===== src/rtl/trigger_capture_ctrl.sv =====
// Oscilloscope-style trigger/capture controller: decimates incoming samples, fills a circular
// frame buffer around a level/slope trigger and holds the frame for display. Optional macro AUTO_TRIG_EN.
module trigger_capture_ctrl #(
    parameter int SCREEN_WIDTH = 160,
    parameter int PRE_TRIG     = 80,
    parameter int AUTO_TIMEOUT = 48000
) (
    input  logic               clk,
    input  logic               reset,
    input  logic               sample_valid,
    input  logic signed [31:0] sample_in,
    input  logic        [2:0]  time_div,
    input  logic signed [31:0] trig_level,
    input  logic               trig_slope,
    input  logic               single,
    input  logic               arm,
    input  logic               display_ack,
    output logic               wr_en,
    output logic        [7:0]  wr_addr,
    output logic        [31:0] wr_data,
    output logic        [7:0]  frame_start,
    output logic               frame_ready,
    output logic        [2:0]  state,
    output logic               auto_trig
);

    typedef enum logic [2:0] {
        ST_IDLE     = 3'd0,
        ST_PRETRIG  = 3'd1,
        ST_ARMED    = 3'd2,
        ST_POSTTRIG = 3'd3,
        ST_HOLD     = 3'd4
    } state_t;

    localparam int         POST_N    = SCREEN_WIDTH - PRE_TRIG - 1;
    localparam logic [7:0] LAST_ADDR = 8'(SCREEN_WIDTH - 1);
    localparam logic [7:0] PRE_W     = 8'(PRE_TRIG);
    localparam logic [7:0] PRE_LAST  = 8'(PRE_TRIG - 1);
    localparam logic [7:0] POST_OFF  = 8'(SCREEN_WIDTH - PRE_TRIG);
    localparam logic [7:0] POST_LAST = 8'((POST_N > 0) ? POST_N - 1 : 0);

    state_t             state_r, next_state_s;
    logic        [2:0]  dec_cnt_r;
    logic        [7:0]  wr_ptr_r, pre_cnt_r, post_cnt_r, frame_start_s;
    logic signed [31:0] prev_r;
    logic               prev_valid_r;
    logic               capturing_s, accept_s, real_trig_s, force_trig_s, trig_s, enter_pretrig_s;

    // Acceptance, trigger detection and frame-start arithmetic.
    always_comb begin
        capturing_s   = (state_r == ST_PRETRIG) || (state_r == ST_ARMED) || (state_r == ST_POSTTRIG);
        accept_s      = capturing_s && sample_valid && (dec_cnt_r >= time_div);
        real_trig_s   = 1'b0;
        if (accept_s && (state_r == ST_ARMED) && prev_valid_r) begin
            if (trig_slope) begin
                real_trig_s = (prev_r > trig_level) && (sample_in <= trig_level);
            end else begin
                real_trig_s = (prev_r < trig_level) && (sample_in >= trig_level);
            end
        end else begin
            real_trig_s = 1'b0;
        end
        trig_s        = real_trig_s || force_trig_s;
        frame_start_s = (wr_ptr_r >= PRE_W) ? (wr_ptr_r - PRE_W) : (wr_ptr_r + POST_OFF);
    end

`ifdef AUTO_TRIG_EN
    logic [31:0] auto_cnt_r;

    assign force_trig_s = accept_s && (state_r == ST_ARMED) && !real_trig_s &&
                          (auto_cnt_r == 32'(AUTO_TIMEOUT - 1));

    // Timeout counter of accepted samples while armed; auto_trig marks forced frames.
    always_ff @(posedge clk or negedge reset) begin
        if (!reset) begin
            auto_cnt_r <= 32'd0;
            auto_trig  <= 1'b0;
        end else begin
            if ((state_r == ST_PRETRIG) && (next_state_s == ST_ARMED)) begin
                auto_cnt_r <= 32'd0;
            end else if (accept_s && (state_r == ST_ARMED)) begin
                auto_cnt_r <= auto_cnt_r + 32'd1;
            end
            if (force_trig_s) begin
                auto_trig <= 1'b1;
            end else if (real_trig_s) begin
                auto_trig <= 1'b0;
            end
        end
    end
`else
    assign force_trig_s = 1'b0;
    assign auto_trig    = 1'b0;
`endif

    // Next-state logic.
    always_comb begin
        next_state_s = state_r;
        case (state_r)
            ST_IDLE: begin
                if (arm) next_state_s = ST_PRETRIG;
                else     next_state_s = state_r;
            end
            ST_PRETRIG: begin
                if (accept_s && (pre_cnt_r == PRE_LAST)) next_state_s = ST_ARMED;
                else                                     next_state_s = state_r;
            end
            ST_ARMED: begin
                if (trig_s) next_state_s = (POST_N > 0) ? ST_POSTTRIG : ST_HOLD;
                else        next_state_s = state_r;
            end
            ST_POSTTRIG: begin
                if (accept_s && (post_cnt_r == POST_LAST)) next_state_s = ST_HOLD;
                else                                       next_state_s = state_r;
            end
            ST_HOLD: begin
                if (display_ack) next_state_s = single ? ST_IDLE : ST_PRETRIG;
                else             next_state_s = state_r;
            end
            default: next_state_s = ST_IDLE;
        endcase
        enter_pretrig_s = (next_state_s == ST_PRETRIG) && (state_r != ST_PRETRIG);
    end

    // State register.
    always_ff @(posedge clk or negedge reset) begin
        if (!reset) state_r <= ST_IDLE;
        else        state_r <= next_state_s;
    end

    assign state = state_r;

    // Capture datapath: decimation, buffer writes, counters and frame bookkeeping.
    always_ff @(posedge clk or negedge reset) begin
        if (!reset) begin
            dec_cnt_r    <= 3'd0;
            wr_ptr_r     <= 8'd0;
            pre_cnt_r    <= 8'd0;
            post_cnt_r   <= 8'd0;
            prev_r       <= 32'sd0;
            prev_valid_r <= 1'b0;
            wr_en        <= 1'b0;
            wr_addr      <= 8'd0;
            wr_data      <= 32'd0;
            frame_start  <= 8'd0;
            frame_ready  <= 1'b0;
        end else begin
            wr_en       <= accept_s;
            frame_ready <= (next_state_s == ST_HOLD);
            if (enter_pretrig_s) begin
                dec_cnt_r <= 3'd0;
            end else if (sample_valid) begin
                dec_cnt_r <= (dec_cnt_r >= time_div) ? 3'd0 : dec_cnt_r + 3'd1;
            end
            if (accept_s) begin
                wr_data      <= sample_in;
                wr_addr      <= wr_ptr_r;
                wr_ptr_r     <= (wr_ptr_r == LAST_ADDR) ? 8'd0 : wr_ptr_r + 8'd1;
                prev_r       <= sample_in;
                prev_valid_r <= 1'b1;
            end
            // A fresh arm restarts the buffer; a continuous re-arm keeps the pointer running.
            if ((state_r == ST_IDLE) && arm) begin
                wr_ptr_r <= 8'd0;
            end
            if (enter_pretrig_s) begin
                pre_cnt_r    <= 8'd0;
                prev_valid_r <= 1'b0;
            end else if (accept_s && (state_r == ST_PRETRIG)) begin
                pre_cnt_r <= pre_cnt_r + 8'd1;
            end
            if (trig_s) begin
                post_cnt_r  <= 8'd0;
                frame_start <= frame_start_s;
            end else if (accept_s && (state_r == ST_POSTTRIG)) begin
                post_cnt_r <= post_cnt_r + 8'd1;
            end
        end
    end

endmodule


===== config.mk =====
export PLATFORM = sky130hd
export DESIGN_NAME = trigger_capture_ctrl
export DESIGN_NICKNAME = d
export VERILOG_FILES = /design/src/rtl/trigger_capture_ctrl.sv
export SDC_FILE = /design/constraint.sdc
export NUM_CORES = 1
export LEC_CHECK = 0
export CORE_MARGIN = 2
export CORE_UTILIZATION = 51
export DETAILED_ROUTE_END_ITERATION = 10
export HOLD_SLACK_MARGIN = 0.15
export MAX_ROUTING_LAYER = met4
export PLACE_DENSITY = 0.82
export RECOVER_POWER = 100
export SLEW_MARGIN = 20
export SYNTH_ARGS = -nofsm -noshare
export SYNTH_HDL_FRONTEND = slang
export SYNTH_SLANG_ARGS = --single-unit

===== constraint.sdc =====
create_clock -name clk -period 3 [get_ports clk]
set_clock_uncertainty 0.1 [all_clocks]
set_input_delay 0.6 -clock clk [delete_from_list [all_inputs] [get_ports clk]]
set_output_delay 0.6 -clock clk [all_outputs]
set_load 0.01 [all_outputs]

==> results.yml <==
synth:
  ys_seq_elements: 81
  syn_area_sq_um: 5293
  synth_cell_types: 58
  synth_top_cell_by_area: "dfrtp_1"
  ys_top_cells_by_count: "140 x nand2_1, 81 x dfrtp_1, 76 x ha_1"
  synth.yosys.warnings: 0
  seq_area_frac_synth_pct: 38.30
  async_flop_share_pct: 100.0
  syn_inst: 598
  yosys_most_used_dff: "dfrtp_1"
  synth_edf_count: 0
  synth.most_common_cell: "nand2_1"
  synth_top_area_share_pct: 38.30
  avgSynthCellArea_sq_um: 8.850
  synth.top_cells.by_area: "dfrtp_1 38%, ha_1 18%, nand2_1 9.9%"
  synthesis.nets: 748
route:
  vias_per_cell: 5.809
  dr.pass1.iters: 7
  vias: 5414
  wl_mm: 17.97
  drt-initial-drc-count: 314
  drc: 0
  wl_per_cell_um: 19.28
  postRouteAntennaNets: 0
timing:
  setup_violations: 4
  maxSlewHeadroom_pct: 19.80
  worst_pin_slew_ns: 1.203
  fin_tns_setup_ns: -0.1597
  hold_ws_ns: 0.3812
  timing.fmax_mhz: 322.3
  final.min_clock_period_ns: 3.102
  rsz0062_at_grt: "true"
  drv_slew: 0
  worst_slack_ns: -0.1024
  finalHoldViolCount: 0
  finalCritPeriodShare_pct: 103.4
floorplanning:
  chipHeight_um: 105.9
  io_pins: 128
  die-width_um: 105.9
  dieArea_sq_um: 11210
  rows: 37
  initial_core_util_pct: 51.97
  core_sq_um: 10180
critical_path:
  startpoint_type: "input port"
  required_ns: 3.15
  cp_num_buf_inv: 5
  crit_type: "in2reg"
  worst_path_max_delay_cell: "clkdlybuf4s50_1"
  cp_max_fo: 7
  max_stage_delay_ns: 0.47
  end_kind: "register"
  cp.arrival_ns: 3.25
  crit_chain: "clkdlybuf4s50_1 > inv_1 > ha_4 > a21oi_2 > o21ai_2 > a21oi_2 > nor2b_1 > buf_4 > a2111o_1 > o32a_1 > buf_6 > buf_16 > mux2_4"
  path_delay_family: "buffers and inverters"
  crit_top_cell: "a21oi_2"
global_routing:
  grt_max_degree: 49
  grt_pass1_vias: 5589
  antenna_found_initial: 0
  gr-total-overflow: 0
  grt_usage_pct: 31.18
  grt_pass1_wl_mm: 26.85
cts:
  h-tree-depth: 3
  root_buffer: "clkbuf_8"
  path_clk_slew_ns: 0.08
  clk_latency_ns: 0.37
  cts_tree: "done"
  numCtsBuffers: 9
  cts_buffer_depth: 2
  cts.sinks: 81
place:
  port_buffers: 126
  pre_cts_ws_ns: -0.6365
  hpwl_mm: 11.34
  place_area_sq_um: 7129
  place_congestion: 0.8873
final_layout:
  drive_above_1_share_pct: 25.88
  final_net_count: 943
  num_antenna_cells: 0
  area_delta_synth_final_pct: 52.72
  final_area_sq_um: 8083
power_and_ir_drop:
  totalPowerFinal_uw: 5319
  peakVddDrop_v: 0.0003377
  power_density_nw_per_um2: 658.1
  p_leak_uw: 0.003953
status:
  status: "finished, violations left"
  violations: "negative setup slack"
min_path:
  hold_path.class: "reg2reg"
flow_run:
  maxCapViolations: 0
==> final timing paths <==
check / from / cells after the start / slack, ns / end
worst min-delay path: wr_addr[5]$_DFFE_PN0P_ / 2 / 0.38 / wr_addr[5]$_DFFE_PN0P_
worst max-delay path: trig_level[17] / 13 / -0.10 / frame_start[2]$_DFFE_PN0N_
max in group asynchronous: reset / 3 / 0.71 / prev_r[14]$_DFFE_PN0P_
worst max register to register: prev_r[15]$_DFFE_PN0P_ / 10 / -0.07 / frame_start[2]$_DFFE_PN0N_
min in group asynchronous: reset / 2 / 0.90 / prev_r[27]$_DFFE_PN0P_
worst min register to register: wr_addr[5]$_DFFE_PN0P_ / 2 / 0.38 / wr_addr[5]$_DFFE_PN0P_
==> metrics by stage <==
step	std cells	utilization [%]
floorplan	598	-
global placement	901	70.00
detailed placement	901	70.00
CTS	923	76.82
global route	932	79.36
finish	932	79.36
==> sequential cells by signal, indices dropped and copies added (netlist names) <==
name          cells
prev_r           32
post_cnt_r        8
state             3
wr_ptr_r          8
dec_cnt_r         3
pre_cnt_r         8
frame_ready       1
frame_start       8
wr_addr           8
wr_en             1
prev_valid_r      1
==> tightest hold or removal path: cells and delay by family (launching register included) <==
kind             cells  cell delay [ns]
flip-flops           1             0.34
AO/OA/AOI/OAI        1             0.06
AND/OR/NAND/NOR      1             0.04
==> where the power goes <==
part / internal, uW / switching (uW)
combinational: 1380 / 1270
clock: 444 / 413
sequential: 1410 / 397
total: 3240 / 2080
==> cell type report <==
| cell class | count | area, sq um |
|---|---|---|
| multi-input combinational | 453 | 3627 |
| fill | 608 | 2102 |
| sequential | 81 | 2028 |
| timing repair buffer | 203 | 1886 |
| tap | 136 | 170.2 |
| inverter | 45 | 168.9 |
| clock buffer | 12 | 165.2 |
| clock inverter | 2 | 37.54 |
==> routing by layer <==
layer	routed length, um	GRT usage (%)	share of wire (%)	vias to the layer above
li1	-	-	-	2464
met1	6914	35.12	38	2619
met2	9014	53.92	50	252
met3	1169	4.886	6.5	79
met4	871	15.41	4.8	0
met5	0	-	0	-
==> cells in the final DEF, fill, tap and decap left out, types with 4 or more instances in the layout <==
cell type / Yosys / layout
and2_1: 12 / 12
xnor2_1: 7 / 7
clkbuf_8: 0 / 12
mux2_2: 8 / 7
nand4_1: 19 / 19
nor2_1: 23 / 21
dlymetal6s2s_1: 0 / 13
nand2_1: 140 / 138
clkdlybuf4s15_1: 0 / 5
nand3_1: 18 / 15
o21ai_0: 25 / 21
a21oi_1: 38 / 29
nand3b_1: 4 / 4
clkdlybuf4s50_1: 0 / 46
and3_1: 5 / 5
ha_1: 76 / 37
buf_4: 1 / 66
inv_2: 0 / 27
dlygate4sd3_1: 0 / 36
nand2b_1: 6 / 6
dfrtp_1: 81 / 80
clkbuf_2: 0 / 8
a21oi_2: 1 / 8
ha_4: 0 / 37
xor2_1: 5 / 5
buf_6: 2 / 4
inv_1: 45 / 18
dlygate4sd2_1: 0 / 21
a21o_1: 7 / 7
==> logic make-up after synthesis <==
logic type | after synthesis | synth area share [%]
mux | 11 | 2.459
other cells | 1 | 0.07085
buf+inv | 64 | 4.941
xor+xnor | 12 | 1.986
flops | 81 | 38.30
simple gates | 255 | 22.84
fa+ha+maj | 76 | 17.97
compound gates | 98 | 11.44
==> timing repair <==
item | CTS | global route
endpoints found under the hold margin | 3 | 0
buffers inserted | 6 | 10
pin swaps | 27 | 29
gates cloned | 1 | 0
resized for setup | 107 | 64
hold buffers | 1 | 0
setup endpoints to repair | 17 | 20
Note: power is estimated with default switching activity, not from simulation.
